--- config.mk ---
export PLATFORM = sky130hd
export DESIGN_NAME = exec_sequencer
export DESIGN_NICKNAME = d
export VERILOG_FILES = /design/src/rtl/exec_sequencer.sv
export SDC_FILE = /design/constraint.sdc
export NUM_CORES = 1
export LEC_CHECK = 0
export CELL_PAD_IN_SITES_DETAIL_PLACEMENT = 1
export CELL_PAD_IN_SITES_GLOBAL_PLACEMENT = 1
export CORE_MARGIN = 2
export CORE_UTILIZATION = 34
export CTS_BUF_LIST = sky130_fd_sc_hd__clkbuf_16
export CTS_CLUSTER_DIAMETER = 50
export DETAILED_ROUTE_END_ITERATION = 6
export PLACE_DENSITY = 0.77
export SLEW_MARGIN = 10
export SYNTH_ARGS = -nofsm -noshare
export SYNTH_HDL_FRONTEND = slang
export SYNTH_SLANG_ARGS = --single-unit
export TNS_END_PERCENT = 1
--- constraint.sdc ---
create_clock -name clk -period 1.6 [get_ports clk]
set_input_delay 0.24 -clock clk [delete_from_list [all_inputs] [get_ports clk]]
set_output_delay 0.24 -clock clk [all_outputs]
set_load 0.02 [all_outputs]
--- src/rtl/exec_sequencer.sv ---
// Run-control sequencer: owns the PC, fetches from program ROM and issues
// instructions over valid/ready with run / step / breakpoint / halt / restart.
module exec_sequencer #(
  parameter int                 ADDR_W     = 3,
  parameter int                 INSTR_W    = 8,
  parameter logic [INSTR_W-1:0] HALT_INSTR = 8'hFF,
  parameter int                 CNT_W      = 8
) (
  input  logic               clk,
  input  logic               rst_n,
  input  logic               run,
  input  logic               step_req,
  input  logic               restart,
  input  logic               bp_en,
  input  logic [ADDR_W-1:0]  bp_addr,
  output logic [ADDR_W-1:0]  rom_addr,
  input  logic [INSTR_W-1:0] rom_data,
  output logic               issue_valid,
  output logic [INSTR_W-1:0] issue_instr,
  input  logic               issue_ready,
  output logic [ADDR_W-1:0]  pc,
  output logic               paused,
  output logic               halted,
  output logic               bp_hit,
  output logic [CNT_W-1:0]   retired
);

  typedef enum logic [1:0] {S_PAUSED, S_FETCH, S_ISSUE, S_HALTED} state_t;

  state_t            state, state_nx;
  logic              single, single_nx;
  logic              advance, bp_set;
  logic [ADDR_W-1:0] pc_inc;

  assign rom_addr = pc;
  assign pc_inc   = pc + 1'b1;

  always_comb begin
    state_nx  = state;
    single_nx = single;
    advance   = 1'b0;
    bp_set    = 1'b0;
    if (restart) begin
      state_nx  = S_PAUSED;
      single_nx = 1'b0;
    end else begin
      case (state)
        S_PAUSED: begin
          if (run) begin
            state_nx = S_FETCH;
          end else if (step_req) begin
            state_nx  = S_FETCH;
            single_nx = 1'b1;
          end
        end
        // no breakpoint check here so a resumed breakpoint always executes
        S_FETCH: state_nx = (rom_data == HALT_INSTR) ? S_HALTED : S_ISSUE;
        S_ISSUE: begin
          if (issue_ready) begin
            advance = 1'b1;
            if (single) begin
              state_nx  = S_PAUSED;
              single_nx = 1'b0;
            end else if (!run) begin
              state_nx = S_PAUSED;
            end else if (bp_en && pc_inc == bp_addr) begin
              state_nx = S_PAUSED;
              bp_set   = 1'b1;
            end else begin
              state_nx = S_FETCH;
            end
          end
        end
        default: state_nx = S_HALTED;
      endcase
    end
  end

  always_ff @(posedge clk or negedge rst_n) begin
    if (!rst_n) begin
      state  <= S_PAUSED;
      single <= 1'b0;
    end else begin
      state  <= state_nx;
      single <= single_nx;
    end
  end

  // status outputs are registered from the next state so they track state exactly
  always_ff @(posedge clk or negedge rst_n) begin
    if (!rst_n) begin
      pc          <= '0;
      retired     <= '0;
      issue_valid <= 1'b0;
      issue_instr <= '0;
      paused      <= 1'b1;
      halted      <= 1'b0;
      bp_hit      <= 1'b0;
    end else begin
      issue_valid <= (state_nx == S_ISSUE);
      paused      <= (state_nx == S_PAUSED);
      halted      <= (state_nx == S_HALTED);
      if (state == S_FETCH && !restart)
        issue_instr <= rom_data;
      if (restart) begin
        pc      <= '0;
        retired <= '0;
      end else if (advance) begin
        pc <= pc_inc;
        if (retired != {CNT_W{1'b1}})
          retired <= retired + 1'b1;
      end
      if (restart)
        bp_hit <= 1'b0;
      else if (bp_set)
        bp_hit <= 1'b1;
      else if (state == S_PAUSED && state_nx != S_PAUSED)
        bp_hit <= 1'b0;
    end
  end

endmodule

==> results by group <==
Outcome
  – Status: complete, no violations

Place
  – Global placement routability congestion: 0.7826
  – HPWL after DPL: roughly 2600 um
  – Cell total after placement: ~210
  – PortBufs: 43

Worst setup path
  – Worst stage delay on the critical path: roughly 0.64 ns
  – R2R setup slack: about 0.10 ns
  – R2R depth: 5
  – Req. time, crit path: 1.36 ns
  – Startpoint types: register
  – Worst setup EP type: output port
  – Worst EP arrival: between 1 and 1.5 ns
  – Top Family by Delay on Critical Path: buffers and inverters
  – CP bufs+invs: 1
  – Cell Chain, Critical Path: clkdlybuf4s50_1
  – Crit path max fanout: 4
  – Critical Path Stages: 1
  – Critical-path top delay cell: clkdlybuf4s50_1
  – CP Class: reg -> out

Finish
  – Ratio of cells with drive above 1 in the final layout: 0.1726
  – Commonest non-fill, non-tap cell in the layout: clkdlybuf4s50_1
  – Post-route insts no fill: roughly 220
  – P&R area growth vs syn: 47.51%
  – Antenna cell count: 0
  – Fin util: 0.5234
  – Most frequent cells in the layout: clkdlybuf4s50_1 (35), dfrtp_1 (24), nor2_1 (15)
  – Final #Nets: 189

Power
  – Lkg Pwr: about 0.89 nW
  – Total power: around 2.1 mW
  – Cell Pwr Density: about 1100 nW/um^2
  – Worst VDD drop: between 0.4 and 0.5 mV

Logic synthesis
  – Post-synthesis cell count: 119
  – Mapped Area: roughly 1300 sq um
  – Synth Area in Simple Gates: 0.1711
  – Most used DFF post-synth: dfrtp_1
  – Async SR Flop Fraction: 1.000
  – EDFF count, synth: 0
  – Adder-cell share of the synthesized area: 0.01912
  – Yosys warnings: 0
  – Sequential area share after synthesis: 0.4981
  – Largest family of logic cells by synthesized area: simple AND/OR/NAND/NOR gates
  – Syn nets: approximately 140
  – Xor and xnor area share after synthesis: 0.07075
  – Synth Area in Compound Gates: 0.1042
  – Mapped Avg Cell Area: between 10 and 15 sq um
  – Post-synthesis mux area share: 0.08413
  – Cell variety after synth: 36
  – #FFs+latches synth: 26

Clock network
  – Clock Latency Late Sink: 0.26 ns
  – CTS tree: done
  – Number of CTS-inserted buffers: 3
  – Root Buffer Master: clkbuf_16
  – Max H-tree Level: 1
  – Worst-path clk slew: 0.07 ns
  – Post-CTS Setup Inserts: 0
  – Sink Count: 26
  – CTS max path bufs: 2

Drt
  – Final ANT Viol Nets: 0
  – WL final: roughly 3600 um
  – DR DRC count: 0
  – Via density: 5.167
  – Met1 WL: approximately 1500 um
  – First-pass DRT Iterations: 4
  – Wire length on met2: ~1900 um
  – Detailed-route via count: 1,116
  – Met3 routed WL: ~110 um
  – Average routed wire per standard cell: around 17 um
  – First-iteration detailed-routing DRC count: 60
  – Uppermost layer routed: met4

STA
  – Layout Skew: between 0.006 and 0.007 ns
  – Final Max Slew Viols: 0
  – Final period util: 0.9729
  – Hold Worst Slack: 0.3520 ns
  – Worst slew pin tran: about 0.35 ns
  – Fmax: 642.4 MHz
  – Setup violations, final: 0
  – Endpoints failing hold: 0
  – Worst slew margin: 0.7695
  – Crit path time final: about 1.6 ns

Global routing
  – Wire length of the first global-routing pass: around 5800 um
  – Initial antenna violation count: 0
  – Vias in the first global route: roughly 1,200
  – Largest net degree at the start of global routing: 27
  – Total grt overflow: 0
  – GRT Overall Usage: 0.1755

Flow run
  – Max_cap viols: 0

Floorplanning
  – Num rows: 22
  – Core Area: between 3000 and 4000 sq um
  – Die height: between 60 and 70 um
  – Starting Density: 0.3548
  – Die width: between 60 and 70 um
  – Die area: between 4000 and 5000 sq um
  – I/O Pins: 44

Worst hold path
  – Hold/Removal Path Class: in -> async
-- area by class of cell --
type / instances / area (sq um)
clock buffers: 3 / 75.07
fillers: 426 / 1758
repair buffers: 53 / 514.2
multi-input cells: 83 / 590.6
well taps: 48 / 60.06
flip-flops and latches: 26 / 653.1
clock inverters: 1 / 30.03
inverters: 2 / 7.507
-- state kept, by name (all words and copies together), names as in the netlist --
register and count:
bp_hit 1, halted 1, issue_instr 8, issue_valid 1, paused 1, pc 3
retired 8, single 1, state 2
-- repair_timing --
| item | CTS | global route |
|---|---|---|
| hold buffers | 0 | 0 |
| gates resized for setup | 3 | 9 |
| endpoints found under the setup margin | 3 | 10 |
-- per-stage QoR --
step | setup WS (ns) | TNS [ns] | cell area (sq um)
after CTS | 0.0008265 | 0 | 1914
after global routing | -0.01682 | -0.01682 | 1931
after detailed placement | -0.1479 | -1.436 | 1813
after global placement | -0.06994 | -0.6795 | 1813
after floorplan | 0.09500 | 0 | 1309
final | 0.04337 | 0 | 1931
-- cell usage after synthesis, types with 2 or more instances --
cell type,count,share of area
inv_1,2,0.0057
nand2_1,6,0.017
a211oi_1,2,0.011
ha_1,2,0.019
buf_4,4,0.023
mux2_2,8,0.069
nor2_1,15,0.043
buf_6,2,0.017
mux2i_1,2,0.015
o21ai_0,4,0.015
nand2b_1,2,0.0096
xor2_1,4,0.027
a21oi_1,8,0.031
and4_1,3,0.020
nor3_1,3,0.011
xnor2_1,4,0.027
dfrtp_1,25,0.48
nand3_1,3,0.011
nand4_1,3,0.014
-- worst paths after layout --
path / startpoint / endpoint
min in group clk: issue_instr[7] / issue_instr[7]
max: retired[0] / retired[0]
min: rst_n / issue_instr[2]
min reg2reg: issue_instr[7] / issue_instr[7]
max in group asynchronous: rst_n / paused
max reg2reg: retired[0] / retired[5]
-- power by group --
group / internal [mW] / switching, mW / leakage, nW
sequential: 0.757 / 0.0512 / 0.338
clock: 0.498 / 0.226 / 0.0511
combinational: 0.298 / 0.265 / 0.503
-- routing by layer --
layer,GRT usage,vias to the layer above
li1,-,513
met1,0.2063,569
met2,0.3182,28
met3,0.02385,6
met4,0.07398,0
met5,0,-
-- cells by family (layout without fill, tap and decap cells) --
| kind of cell | Yosys count | after routing |
|---|---|---|
| xor+xnor | 9 | 9 |
| compound gates | 19 | 19 |
| simple gates | 43 | 43 |
| fa+ha+maj | 2 | 2 |
| flops | 26 | 26 |
| buf+inv | 10 | 59 |
| mux | 10 | 10 |
Note: power is estimated with default switching activity, not from simulation.
